$ cat src/rtl/arcade_rotary_pkg.sv
// Shared types and helpers for the rotary joystick emulation.
// Position indices are binary; outputs are decoded one-hot per player.
package arcade_rotary_pkg;

    typedef enum logic [1:0] {
        HOLD = 2'd0,
        INC  = 2'd1,
        DEC  = 2'd2
    } step_dir_t;

    localparam int MAX_POSITIONS = 16;

    function automatic int pos_w(input int positions);
        return $clog2(positions);
    endfunction

    // Returns bit bit_idx of the one-hot decode of idx.
    function automatic logic onehot_dec(input logic [3:0] idx, input int bit_idx);
        return (int'(idx) == bit_idx);
    endfunction

endpackage

$ cat src/rtl/arcade_rotary_channel.sv
// One player's rotary position: relative/absolute arbitration,
// shortest-path walk toward a target, and the registered step pulse.
module arcade_rotary_channel
    import arcade_rotary_pkg::*;
#(
    parameter int POSITIONS = 8,
    parameter int PW        = pos_w(POSITIONS)
) (
    input  logic          clk_sys,
    input  logic          reset,
    input  logic          tick,
    input  logic          hold_zero,
    input  logic          absolute_mode,
    input  logic          target_valid,
    input  logic          rot_l,
    input  logic          rot_r,
    input  logic [PW-1:0] target_pos,
    output logic [PW-1:0] pos,
    output logic          step
);

    localparam logic [PW-1:0] HALF = PW'(POSITIONS / 2);
    localparam logic [PW-1:0] ONE  = PW'(1);

    step_dir_t     dir;
    logic [PW-1:0] diff;

    // diff wraps modulo POSITIONS; an exact half-turn resolves toward INC.
    always_comb begin
        diff = target_pos - pos;
        dir  = HOLD;
        if (absolute_mode && target_valid) begin
            if (diff == '0) begin
                dir = HOLD;
            end else if (diff <= HALF) begin
                dir = INC;
            end else begin
                dir = DEC;
            end
        end else if (rot_l) begin
            dir = INC;
        end else if (rot_r) begin
            dir = DEC;
        end
    end

    always_ff @(posedge clk_sys) begin
        if (reset || hold_zero) begin
            pos  <= '0;
            step <= 1'b0;
        end else begin
            step <= 1'b0;
            if (tick) begin
                case (dir)
                    INC:     pos <= pos + ONE;
                    DEC:     pos <= pos - ONE;
                    default: pos <= pos;
                endcase
                step <= (dir != HOLD);
            end
        end
    end

endmodule

$ cat src/rtl/arcade_rotary.sv
// Multi-player rotary joystick emulation: shared tick divider, per-player
// channels, one-hot decode and the bootleg-board disable override.
module arcade_rotary
    import arcade_rotary_pkg::*;
#(
    parameter int NUM_PLAYERS    = 2,
    parameter int POSITIONS      = 8,
    parameter int DIV_WIDTH      = 23,
    parameter int FAST_DIV_WIDTH = 22
) (
    input  logic                                 clk_sys,
    input  logic                                 reset,
    input  logic                                 speed_fast,
    input  logic                                 absolute_mode,
    input  logic                                 rotary_disable,
    input  logic [NUM_PLAYERS-1:0]               rot_l,
    input  logic [NUM_PLAYERS-1:0]               rot_r,
    input  logic [NUM_PLAYERS-1:0]               target_valid,
    input  logic [NUM_PLAYERS*pos_w(POSITIONS)-1:0] target_pos,
    output logic [NUM_PLAYERS*POSITIONS-1:0]     rotary_out,
    output logic [NUM_PLAYERS-1:0]               step
);

    localparam int PW = pos_w(POSITIONS);

    logic [DIV_WIDTH-1:0]   div;
    logic                   tick;
    logic [NUM_PLAYERS-1:0] step_q;

    always_ff @(posedge clk_sys) begin
        if (reset) begin
            div <= '0;
        end else begin
            div <= div + DIV_WIDTH'(1);
        end
    end

    // Speed changes take effect immediately; the divider is never realigned.
    always_comb begin
        if (speed_fast) begin
            tick = (div[FAST_DIV_WIDTH-1:0] == '0);
        end else begin
            tick = (div == '0);
        end
    end

    for (genvar p = 0; p < NUM_PLAYERS; p++) begin : g_player
        logic [PW-1:0]        pos_p;
        logic [POSITIONS-1:0] dec;

        arcade_rotary_channel #(
            .POSITIONS (POSITIONS),
            .PW        (PW)
        ) u_channel (
            .clk_sys       (clk_sys),
            .reset         (reset),
            .tick          (tick),
            .hold_zero     (rotary_disable),
            .absolute_mode (absolute_mode),
            .target_valid  (target_valid[p]),
            .rot_l         (rot_l[p]),
            .rot_r         (rot_r[p]),
            .target_pos    (target_pos[p*PW +: PW]),
            .pos           (pos_p),
            .step          (step_q[p])
        );

        for (genvar b = 0; b < POSITIONS; b++) begin : g_bit
            assign dec[b] = onehot_dec(4'(pos_p), b);
        end

        assign rotary_out[p*POSITIONS +: POSITIONS] = rotary_disable ? '1 : dec;
    end

    assign step = rotary_disable ? '0 : step_q;

endmodule

$ cat config.mk
export PLATFORM = sky130hd
export DESIGN_NAME = arcade_rotary
export DESIGN_NICKNAME = d
export VERILOG_FILES = /design/src/rtl/arcade_rotary_pkg.sv /design/src/rtl/arcade_rotary_channel.sv /design/src/rtl/arcade_rotary.sv
export SDC_FILE = /design/constraint.sdc
export NUM_CORES = 1
export LEC_CHECK = 0
export BUFFER_PORTS_ARGS = -buffer_cell sky130_fd_sc_hd__buf_4
export CORE_MARGIN = 4
export CORE_UTILIZATION = 55
export CTS_CLUSTER_DIAMETER = 50
export CTS_CLUSTER_SIZE = 24
export DETAILED_ROUTE_END_ITERATION = 8
export PLACE_DENSITY = 0.79
export SYNTH_ARGS = -nofsm -noshare
export SYNTH_HDL_FRONTEND = slang
export SYNTH_SLANG_ARGS = --single-unit
$ cat constraint.sdc
create_clock -name clk_sys -period 3.6 [get_ports clk_sys]
set_input_delay 0.54 -clock clk_sys [delete_from_list [all_inputs] [get_ports clk_sys]]
set_output_delay 0.54 -clock clk_sys [all_outputs]
set_load 0.05 [all_outputs]
==> impl_metrics.csv <==
group,metric,value,unit
sta,drv_slew,0,
cts,ctsHoldBuffers,0,
cts,h-tree-depth,2,
synthesis,synth.yosys.seq_area_share,32.40,%
floorplanning,die_area,4491,µm²
final_layout,n_fill_cell,288,
synthesis,synthAdderAreaFrac,9.928,%
synthesis,synth_cell_types,35,
final_layout,design_area,2258,µm²
final_layout,area_delta_synth_final,17.90,%
synthesis,yosys.area.top_type_share,32.40,%
global_route,grt_usage,20.44,%
sta,final.min_clock_period,3.174,ns
synthesis,yosys_warnings,0,
synthesis,netlist_instances,238,
setup_path,start_kind,"flop",
placed_design,placement.cell_area,2190,µm²
synthesis,synth_edf_count,0,
synthesis,synth_most_common_cell,"dfxtp_1",
cts,numCtsBuffers,5,
synthesis,synth_compound_area_share,14.44,%
sta,maxSlewHeadroom,67.84,%
cts,clockBufferDepth,2,
cts,clockRootBuffer,"clkbuf_4",
detailed_routing,drtIter0Drc,58,
cts,clock-sinks,31,
synthesis,muxShareOfSynthArea,1.633,%
final_layout,drive_gt1_share,17.78,%
sta,tns,0,ns
sta,hold_viol,0,
job,drv_cap,0,
detailed_routing,drtPass1Iterations,4,
final_layout,final_nets,300,
final_layout,antenna_cells,0,
pwr,p_leak,0.0008605,µW
detailed_routing,drt-total-wl,4.027,mm
setup_path,worstPathRequired,3.86,ns
detailed_routing,drcViolationCount,0,
global_route,grt_pass1_wl,7.086,mm
floorplanning,die_w,67.02,µm
detailed_routing,wl_per_cell,12.74,µm
setup_path,endpoint_kind,"flop",
global_route,grt_pass1_vias,1619,
synthesis,synth_nets,269,
pwr,ir_drop,0.2183,mV
placed_design,hpwl,3.055,mm
floorplanning,rows,21,
detailed_routing,viasPerCell,5.582,
setup_path,critPathMaxFanout,6,
hold_path,hold_path_class,"reg2reg",
setup_path,crit_arrival,3.44,ns
detailed_routing,final_antenna_net_count,0,
synthesis,synth_area,1916,µm²
sta,rsz0062_at_grt,"no",
floorplanning,core,3337,µm²
global_route,antenna_found_initial,0,
setup_path,criticalPathCategory,"reg2reg",
sta,period_share,88.18,%
cts,cts_resized,0,
detailed_routing,via_count,1764,
final_layout,final_util,67.68,%
sta,fin_skew,0.006810,ns
floorplanning,floorplan.initialDensity,57.41,%
placed_design,place_congestion,0.7784,
sta,finalSetupViolCount,0,
cts,post_cts_buffers,0,
floorplanning,die_h,67.02,µm
pwr,power.density,350.0,nW/µm²
cts,cts_tree,"yes",
global_route,grt_max_degree,26,
synthesis,ys_dominant_reg_cell,"dfxtp_1",
cts,cts.clk_slew.worst_paths,0.09,ns
cts,worst_skew_pair.late_latency,0.32,ns
synthesis,async_flop_share,0,%
synthesis,synth_top_area_cell,"dfxtp_1",
synthesis,netlist_top_cells_count,"dfxtp_1, inv_1, a21oi_1, nand2_1, nor2_1",
run_status,status,"completed",
synthesis,synth_simple_gate_area_share,28.28,%
global_route,grt-ovfl-total,0,
placed_design,io_buffers,34,
synthesis,avgSynthCellArea,8.049,µm²
sta,tightestPinTransition,0.4779,ns
sta,fmax,315.0,MHz
synthesis,synth_top_family_by_area,"simple AND/OR/NAND/NOR gates",
synthesis,ys_ff_latch,31,
floorplanning,io_pins,35,
synthesis,synth.area.top_cells,"dfxtp_1, ha_1, xnor2_1",
synthesis,synthXorXnorAreaFrac,7.773,%
-- metal layers --
layer / wire [µm] / global-route usage [%] / vias to the layer above
met1: 1857 / 24.77 / 806
met4: 47 / 6.076 / 0
li1: - / - / 913
met3: 168 / 4.722 / 8
met5: 0 / 0 / -
met2: 1954 / 35.46 / 37
-- sequential cells by signal (all words and copies together) (netlist names) --
name,flops
div,23
g_player.u_channel.pos,6
g_player.u_channel.step,2
-- cell usage in the layout, fill, tap and decap left out, types with 5 or more instances in the layout --
| cell | netlist | routed |
|---|---|---|
| nor2b_1 | 5 | 5 |
| nand3_1 | 12 | 12 |
| nand4_1 | 7 | 7 |
| or3_1 | 9 | 9 |
| nor4_1 | 6 | 6 |
| ha_1 | 12 | 12 |
| nor2_1 | 17 | 17 |
| inv_1 | 18 | 18 |
| nand2_1 | 17 | 17 |
| nor3_1 | 9 | 9 |
| a21oi_1 | 17 | 17 |
| xor2_1 | 7 | 7 |
| clkbuf_4 | 0 | 5 |
| or4_1 | 5 | 5 |
| xnor2_1 | 10 | 10 |
| o21ai_0 | 10 | 10 |
| o31ai_1 | 7 | 7 |
| buf_4 | 0 | 34 |
| dfxtp_1 | 31 | 31 |
-- cell type report --
type                            instances  area [µm²]  area share [%]
Clock buffer                            8       68.82           3.047
Inverter                               18       67.56           2.992
Multi-Input combinational cell        179        1189           52.63
Sequential cell                        31       620.6           27.48
Timing Repair Buffer                   34       255.2           11.30
Tap cell                               46       57.56           2.548
-- through the flow --
step	power, µW	hold WS [ns]	cells	worst slack, ns
finish	790.6	0.5087	316	0.4256
CTS	799.4	0.5138	316	0.4263
detailed placement	571.9	0.4980	308	0.3842
floorplan	514.7	0.4603	238	0.6252
global route	844.8	0.5218	316	0.1772
global placement	568.0	0.4833	308	0.4385
-- logic make-up after synthesis --
group,Yosys count
mux,3
fa+ha+maj,14
simple gates,100
xor+xnor,17
flops,31
buf+inv,28
compound gates,45
-- power by group --
group / total (µW) / internal (µW) / switching (µW)
Sequential: 363 / 351 / 11.6
Combinational: 201 / 77.9 / 123
Clock: 227 / 115 / 112
Total: 791 / 544 / 247
-- worst max-delay path, stage by stage (launching register included) --
cell     delay [ns]
dfxtp_1        0.43
inv_1          0.17
ha_1           0.32
a21oi_1        0.16
xnor2_1        0.14
ha_1           0.25
mux2i_1        0.19
ha_1           0.22
inv_1          0.06
fa_1           0.37
xor2_1         0.16
nor2_1         0.07
or4b_1         0.43
a21oi_1        0.14
-- final timing paths --
| kind | from | to | slack, ns | cells past startpoint |
|---|---|---|---|---|
| setup / recovery | g_player[1].u_channel.pos[1]$_SDFFE_PP0P_ | g_player[1].u_channel.pos[2]$_SDFFE_PP0P_ | 0.43 | 13 |
| hold / removal | div[13]$_SDFF_PP0_ | div[13]$_SDFF_PP0_ | 0.51 | 2 |
| setup reg to reg | g_player[1].u_channel.pos[1]$_SDFFE_PP0P_ | g_player[1].u_channel.pos[2]$_SDFFE_PP0P_ | 0.43 | 13 |
| hold reg to reg | div[13]$_SDFF_PP0_ | div[13]$_SDFF_PP0_ | 0.51 | 2 |
Power figures use the tool's default switching activity.
